## src/rtl/aurora_pkg.sv

```systemverilog
// +----------------------------------------------------------------------------+
// | Module   : aurora_pkg                                                      |
// | Brief    : Block constants, sync headers and lane state for the Aurora     |
// |            multi-lane 64b/66b transmit framer.                             |
// | Revision : 1.0 - initial release                                           |
// +----------------------------------------------------------------------------+
`default_nettype none

package aurora_pkg;

  // 66-bit sync headers
  localparam logic [1:0] c_sync_data = 2'b01;
  localparam logic [1:0] c_sync_ctrl = 2'b10;

  // Block type fields of control blocks
  localparam logic [7:0] c_btf_idle  = 8'h78;
  localparam logic [7:0] c_btf_sep   = 8'h1E;
  localparam logic [7:0] c_btf_userk = 8'hD2;

  // Fixed control blocks
  localparam logic [65:0] c_blk_idle = {c_sync_ctrl, c_btf_idle, 56'h0};
  localparam logic [65:0] c_blk_cc   = {c_sync_ctrl, c_btf_idle, 8'h80, 48'h0};
  localparam logic [65:0] c_blk_sep  = {c_sync_ctrl, c_btf_sep, 56'h0};

  typedef enum logic [0:0] {
    INIT_LANE  = 1'b0,
    LANE_READY = 1'b1
  } lane_state_e;

  function automatic logic [65:0] f_blk_data(input logic [63:0] word);
    return {c_sync_data, word};
  endfunction

  function automatic logic [65:0] f_blk_userk(input logic [15:0] mon);
    return {c_sync_ctrl, c_btf_userk, 40'h0, mon};
  endfunction

endpackage

`default_nettype wire

```

## src/rtl/aurora_cc_scheduler.sv

```systemverilog
// +----------------------------------------------------------------------------+
// | Module   : aurora_cc_scheduler                                             |
// | Brief    : Ack-driven clock-compensation scheduler. Waits CC_WAIT acks,    |
// |            then flags CC for CC_SEND acks, then starts over.               |
// | Revision : 1.0 - initial release                                           |
// +----------------------------------------------------------------------------+
`default_nettype none

module aurora_cc_scheduler #(
  parameter int CC_WAIT = 128,
  parameter int CC_SEND = 4
) (
  input  logic Clk,
  input  logic Rst_n,
  input  logic i_enable,
  input  logic i_ack,
  output logic o_cc_active
);

  localparam int c_cnt_max = (CC_WAIT > CC_SEND) ? CC_WAIT : CC_SEND;
  localparam int c_cnt_w   = $clog2(c_cnt_max + 1);
  localparam logic [c_cnt_w-1:0] c_wait_last = c_cnt_w'(CC_WAIT - 1);
  localparam logic [c_cnt_w-1:0] c_send_last = c_cnt_w'(CC_SEND - 1);

  logic [c_cnt_w-1:0] r_cnt;
  logic               r_burst;

  // Count acks while lanes are up; toggle between wait and burst phases
  always_ff @(posedge Clk) begin
    if (!Rst_n || !i_enable) begin
      r_cnt   <= '0;
      r_burst <= 1'b0;
    end else if (i_ack) begin
      if (r_burst ? (r_cnt == c_send_last) : (r_cnt == c_wait_last)) begin
        r_cnt   <= '0;
        r_burst <= ~r_burst;
      end else begin
        r_cnt <= r_cnt + 1'b1;
      end
    end
  end

  assign o_cc_active = r_burst;

endmodule

`default_nettype wire

```

## src/rtl/aurora_multilane_tx_framer.sv

```systemverilog
// +----------------------------------------------------------------------------+
// | Module   : aurora_multilane_tx_framer                                      |
// | Brief    : Stripes a 64-bit user stream round-robin over NUM_LANES Aurora  |
// |            lanes, inserting CC, monitor User-K and frame separators.       |
// | Revision : 1.0 - initial release                                           |
// +----------------------------------------------------------------------------+
`default_nettype none

module aurora_multilane_tx_framer #(
  parameter int NUM_LANES = 4,
  parameter int INIT_WAIT = 1280,
  parameter int CC_WAIT   = 128,
  parameter int CC_SEND   = 4
) (
  input  logic                      Clk,
  input  logic                      Rst_n,
  input  logic [63:0]               DataIn,
  input  logic                      DataEmpty,
  input  logic                      DataLast,
  output logic                      DataRead,
  input  logic [15:0]               Monitor,
  input  logic                      MonitorEmpty,
  output logic                      MonitorRead,
  input  logic [NUM_LANES-1:0]      SerializerLock,
  input  logic                      AuroraAck,
  output logic [66*NUM_LANES-1:0]   AuroraBlock,
  output logic                      LaneReady
);

  import aurora_pkg::*;

  localparam int c_init_w = $clog2(INIT_WAIT + 1);
  localparam int c_fp_w   = $clog2(NUM_LANES + 1);
  localparam logic [c_init_w-1:0] c_init_last = c_init_w'(INIT_WAIT - 1);
  localparam logic [c_fp_w-1:0]   c_fp_full   = c_fp_w'(NUM_LANES);

  lane_state_e                r_state, w_state_nxt;
  logic [c_init_w-1:0]        r_init_cnt, w_init_cnt_nxt;
  logic [65:0]                r_slot [NUM_LANES];
  logic [c_fp_w-1:0]          r_fp;
  logic                       r_sep_pending;
  logic                       r_userk_last;
  logic [66*NUM_LANES-1:0]    r_block;
  logic [66*NUM_LANES-1:0]    w_block_nxt;
  logic                       w_load_data;

  logic        w_ready, w_lock_ok, w_cc_active, w_fill_ok;
  logic        w_data_rd, w_sep_ins, w_fill, w_mon_rd;
  logic [65:0] w_fill_blk;

  assign w_ready    = (r_state == LANE_READY);
  assign w_lock_ok  = &SerializerLock;
  // Staging is only touched between acks, outside CC bursts, with room left
  assign w_fill_ok  = w_ready & (r_fp < c_fp_full) & ~AuroraAck & ~w_cc_active;
  assign w_data_rd  = w_fill_ok & ~DataEmpty & ~r_sep_pending;
  assign w_sep_ins  = w_fill_ok & r_sep_pending;
  assign w_fill     = w_data_rd | w_sep_ins;
  assign w_fill_blk = w_data_rd ? f_blk_data(DataIn) : c_blk_sep;
  assign w_mon_rd   = w_ready & AuroraAck & ~w_cc_active & ~MonitorEmpty & ~r_userk_last;

  aurora_cc_scheduler #(
    .CC_WAIT (CC_WAIT),
    .CC_SEND (CC_SEND)
  ) u_cc_scheduler (
    .Clk         (Clk),
    .Rst_n       (Rst_n),
    .i_enable    (w_ready),
    .i_ack       (AuroraAck),
    .o_cc_active (w_cc_active)
  );

  // Lane state and init-ack counter registers
  always_ff @(posedge Clk) begin
    if (!Rst_n) begin
      r_state    <= INIT_LANE;
      r_init_cnt <= '0;
    end else begin
      r_state    <= w_state_nxt;
      r_init_cnt <= w_init_cnt_nxt;
    end
  end

  // Lane bring-up: count locked acks, fall back on any lock loss
  always_comb begin
    w_state_nxt    = r_state;
    w_init_cnt_nxt = r_init_cnt;
    case (r_state)
      INIT_LANE: begin
        if (!w_lock_ok) begin
          w_init_cnt_nxt = '0;
        end else if (AuroraAck) begin
          if (r_init_cnt == c_init_last) begin
            w_state_nxt    = LANE_READY;
            w_init_cnt_nxt = '0;
          end else begin
            w_init_cnt_nxt = r_init_cnt + 1'b1;
          end
        end
      end
      LANE_READY: begin
        if (!w_lock_ok) begin
          w_state_nxt    = INIT_LANE;
          w_init_cnt_nxt = '0;
        end
      end
    endcase
  end

  // Staging slot payload; validity is tracked by the fill pointer alone
  always_ff @(posedge Clk) begin
    for (int i = 0; i < NUM_LANES; i++) begin
      if (w_fill && (r_fp == c_fp_w'(i))) begin
        r_slot[i] <= w_fill_blk;
      end
    end
  end

  // Fill pointer and pending separator; only a data ack drains the staging
  always_ff @(posedge Clk) begin
    if (!Rst_n) begin
      r_fp          <= '0;
      r_sep_pending <= 1'b0;
    end else if (AuroraAck) begin
      if (w_load_data) begin
        r_fp <= '0;
      end
    end else if (w_fill) begin
      r_fp          <= r_fp + 1'b1;
      r_sep_pending <= w_data_rd & DataLast;
    end
  end

  // Choose the next block set: IDLE, CC, User-K, then staged data
  always_comb begin
    w_block_nxt = {NUM_LANES{c_blk_idle}};
    w_load_data = 1'b0;
    if (w_ready) begin
      if (w_cc_active) begin
        w_block_nxt = {NUM_LANES{c_blk_cc}};
      end else if (w_mon_rd) begin
        w_block_nxt[65:0] = f_blk_userk(Monitor);
      end else begin
        w_load_data = 1'b1;
        for (int i = 0; i < NUM_LANES; i++) begin
          if (c_fp_w'(i) < r_fp) begin
            w_block_nxt[66*i +: 66] = r_slot[i];
          end
        end
      end
    end
  end

  // Output blocks advance on each ack; User-K is never sent twice in a row
  always_ff @(posedge Clk) begin
    if (!Rst_n) begin
      r_block      <= {NUM_LANES{c_blk_idle}};
      r_userk_last <= 1'b0;
    end else if (AuroraAck) begin
      r_block      <= w_block_nxt;
      r_userk_last <= w_mon_rd;
    end
  end

  assign DataRead    = w_data_rd;
  assign MonitorRead = w_mon_rd;
  assign AuroraBlock = r_block;
  assign LaneReady   = w_ready;

endmodule

`default_nettype wire
```

## config.mk

```make
export PLATFORM = sky130hd
export DESIGN_NAME = aurora_multilane_tx_framer
export DESIGN_NICKNAME = d
export VERILOG_FILES = /design/src/rtl/aurora_pkg.sv /design/src/rtl/aurora_cc_scheduler.sv /design/src/rtl/aurora_multilane_tx_framer.sv
export SDC_FILE = /design/constraint.sdc
export NUM_CORES = 1
export LEC_CHECK = 0
export CELL_PAD_IN_SITES_DETAIL_PLACEMENT = 1
export CELL_PAD_IN_SITES_GLOBAL_PLACEMENT = 1
export CORE_AREA = 2 2 289 291
export CTS_CLUSTER_SIZE = 28
export DETAILED_ROUTE_END_ITERATION = 10
export DIE_AREA = 0 0 291 293
export MAX_ROUTING_LAYER = met4
export PLACE_DENSITY_LB_ADDON = 0.05
export SETUP_SLACK_MARGIN = 0.5
export SKIP_CTS_REPAIR_TIMING = 1
export SLEW_MARGIN = 25
export SYNTH_ARGS = -nofsm -noshare
export SYNTH_HDL_FRONTEND = slang
export SYNTH_SLANG_ARGS = --single-unit
```

## constraint.sdc

```tcl
create_clock -name Clk -period 18.45 [get_ports Clk]
set_input_delay 1.845 -clock Clk [delete_from_list [all_inputs] [get_ports Clk]]
set_output_delay 1.845 -clock Clk [all_outputs]
set_load 0.01 [all_outputs]
```

==> impl_results.md <==
- Crit start category: primary input
- IO Port Bufs: 356
- Top-area cell type share of the netlist area: 0.422
- # DRC: 0
- Worst path max stage delay: 650 ps
- Clock skew: 13.8 ps
- Async SR Flop Fraction: 0
- Final setup margin: 12210 ps
- Yosys warns: 0
- Vias in the first global route: 13400
- Max VDD drop: 0.0000574 V
- Sequential fraction of the synthesis area: 0.732
- Die Ht: 293 microns
- Netlist Area Pre-Place: 0.0188 sq mm
- Pre-Repair DR Iteration Count: 5
- Final HPWL DP: 41200 microns
- Pwr Density: 102 mW/mm^2
- Slowest-stage cell, CP: clkdlybuf4s50_1
- Post-synthesis cell type with the largest combined area: edfxtp_1
- CORE AREA: 0.0818 sq mm
- Max Cap Viol: 0
- Slew headroom: 0.313
- Max Root-Sink Buffers: 3
- Number of synthesized flops with an enable pin: 264
- Fin cells: 2868
- Max Clock Freq: 160 MHz
- First-pass GRT wire length: 96700 microns
- GRT Total Usage: 0.159
- Synthesized flop and latch total: 554
- DRT Wirelength: 67000 microns
- Layout cells sized above 1: 0.0742
- Tcrit/Tclk final: 0.338
- Antenna violations before repair: 4
- Worst-path cell chain: clkdlybuf4s50_1, buf_4, or4b_4, nor3_4, buf_4, clkdlybuf4s50_1
- Worst path top cell family by delay: buffers and inverters
- Synth unique cells: 50
- Syn-to-layout area delta: 36.6%
- WHS: 467 ps
- DIE AREA: 0.0853 sq mm
- Final design utilization: 0.313
- H-tree depth: 3
- Die W: 291 microns
- Ports: 357
- # setup viols final: 0
- Worst setup EP type: primary output
- Commonest cells in the netlist: dfxtp_1, edfxtp_1, a22oi_1, nor2_1, nor2b_1
- Slew @ Worst Pin: 1030 ps
- Post-place setup slack: 12170 ps
- Most common cell in the netlist: dfxtp_1
- DR vias/cell: 4.41
- FP Rows: 105
- Cells after synthesis: 1398
- CP bufs+invs: 4
- Crit Path Max Fanout: 35
- Later-pin clock latency in the skew report: 600 ps
- Largest net degree at the start of global routing: 94
- Initial core utilization: 0.229
- CTS tree: built
- Inst Count DP: 2741
- Mapped Nets: 1493
- Top cells by area, synth: edfxtp_1, dfxtp_1, a22oi_1
- Root Driver: clkbuf_16
- WP data required: 16600 ps
- Pleak: 7.81 nW
- Sink Count: 554
- Slew Viols, Final: 0
- Setup TNS: 0 ps
- RSZ-0062 raised after global routing: false
- Overflow after GRT: 0
- Antenna Nets Post-Route: 0
- Vias after detailed routing: 12600
- Worst setup path class: in2out
- Period minus WS final: 6240 ps
- Syn_area_per_cell: 13.4 sq um
- Routed WL per cell: 23.4 microns
- Main synth FF type: dfxtp_1
- Crit path DAT: 4400 ps
- Status: finished, final reports clean
- Final nets: 1836
- Iter 0 DRT Violations: 611
- Clock Pin Slew Worst Setup and Hold Paths: 60 ps
- GP Congestion: 0.709
- CTS buffer count: 67
- Hold WC Path Type: reg2reg
- Hold Fails Final Rpt: 0
[routing by layer]
| metal | vias to the layer above | wire [microns] | GRT usage |
|---|---|---|---|
| met5 | - | 0 | - |
| met4 | 0 | 1360 | 0.0396 |
| met3 | 93 | 3820 | 0.0468 |
| met2 | 264 | 33500 | 0.266 |
| met1 | 6435 | 28300 | 0.188 |
| li1 | 5846 | - | - |
[cells by family after synthesis]
logic type,count (synthesis),share of synthesized area
DFF,554,0.732
and+or+nand+nor,426,0.117
AOI/OAI and AO/OA,291,0.117
buffers and inverters,109,0.0243
xor gates and xnor gates,8,0.00373
muxes,5,0.00267
adders and majority gates,5,0.00333
[layout by cell type (no fill, tap or decap), drive strengths merged, types with 7 or more instances in the layout]
master and instances:
clkdlybuf4s50 355, dfxtp 290, edfxtp 264, a22oi 223, nor2 165, nor2b 102, clkbuf 95, and2 67
nand2 33, buf 20, o22ai 19, clkinv 19, a222oi 16, nand3 16, a31oi 14, inv 11
nand2b 7, xor2 7, nand4 7
[power by group]
part           switching [mW]  internal [mW]  total [mW]  leakage (nW)
clock                   0.528          0.773        1.30          1.06
sequential          0.0000268           1.28        1.28          4.25
combinational          0.0283         0.0218      0.0501          2.50
[path summary, 6_finish.rpt]
| kind | from | end | slack, ps | cells after the start |
|---|---|---|---|---|
| setup / recovery | AuroraAck | DataRead | 12210 | 6 |
| hold / removal | r_slot[0][62] | AuroraBlock[62] | 470 | 2 |
| setup reg to reg | LaneReady | r_slot[1][0] | 14770 | 6 |
| hold reg to reg | r_slot[0][62] | AuroraBlock[62] | 470 | 2 |
[final cells by class]
class	count	area (sq um)
fillers	8720	56200
clock buffers	95	1890
well taps	1070	1340
repair buffers	375	3750
inverters	8	42.5
clock inverters	26	255
diodes	5	12.5
flip-flops and latches	554	13700
multi-input cells	735	4620
[per-stage QoR]
stage	instance area, sq um	total power, mW
5_1_grt	25600	2.72
3_5_place_dp	23500	1.35
4_1_cts	25600	2.68
3_3_place_gp	23400	1.35
6_report	25600	2.63
2_1_floorplan	18800	1.32
[tightest hold or removal path: stages, from the launching register on]
cell and delay (ps):
edfxtp_1 320, o22ai_1 70, nand2_1 50
[registers in the layout (all words and copies together), names as in the netlist]
register and cells:
AuroraBlock 264, r_slot 264, r_init_cnt 11, u_cc_scheduler.r_cnt 8, r_fp 3, LaneReady 1, r_sep_pending 1, r_userk_last 1
u_cc_scheduler.o_cc_active 1
Power figures use the tool's default switching activity.
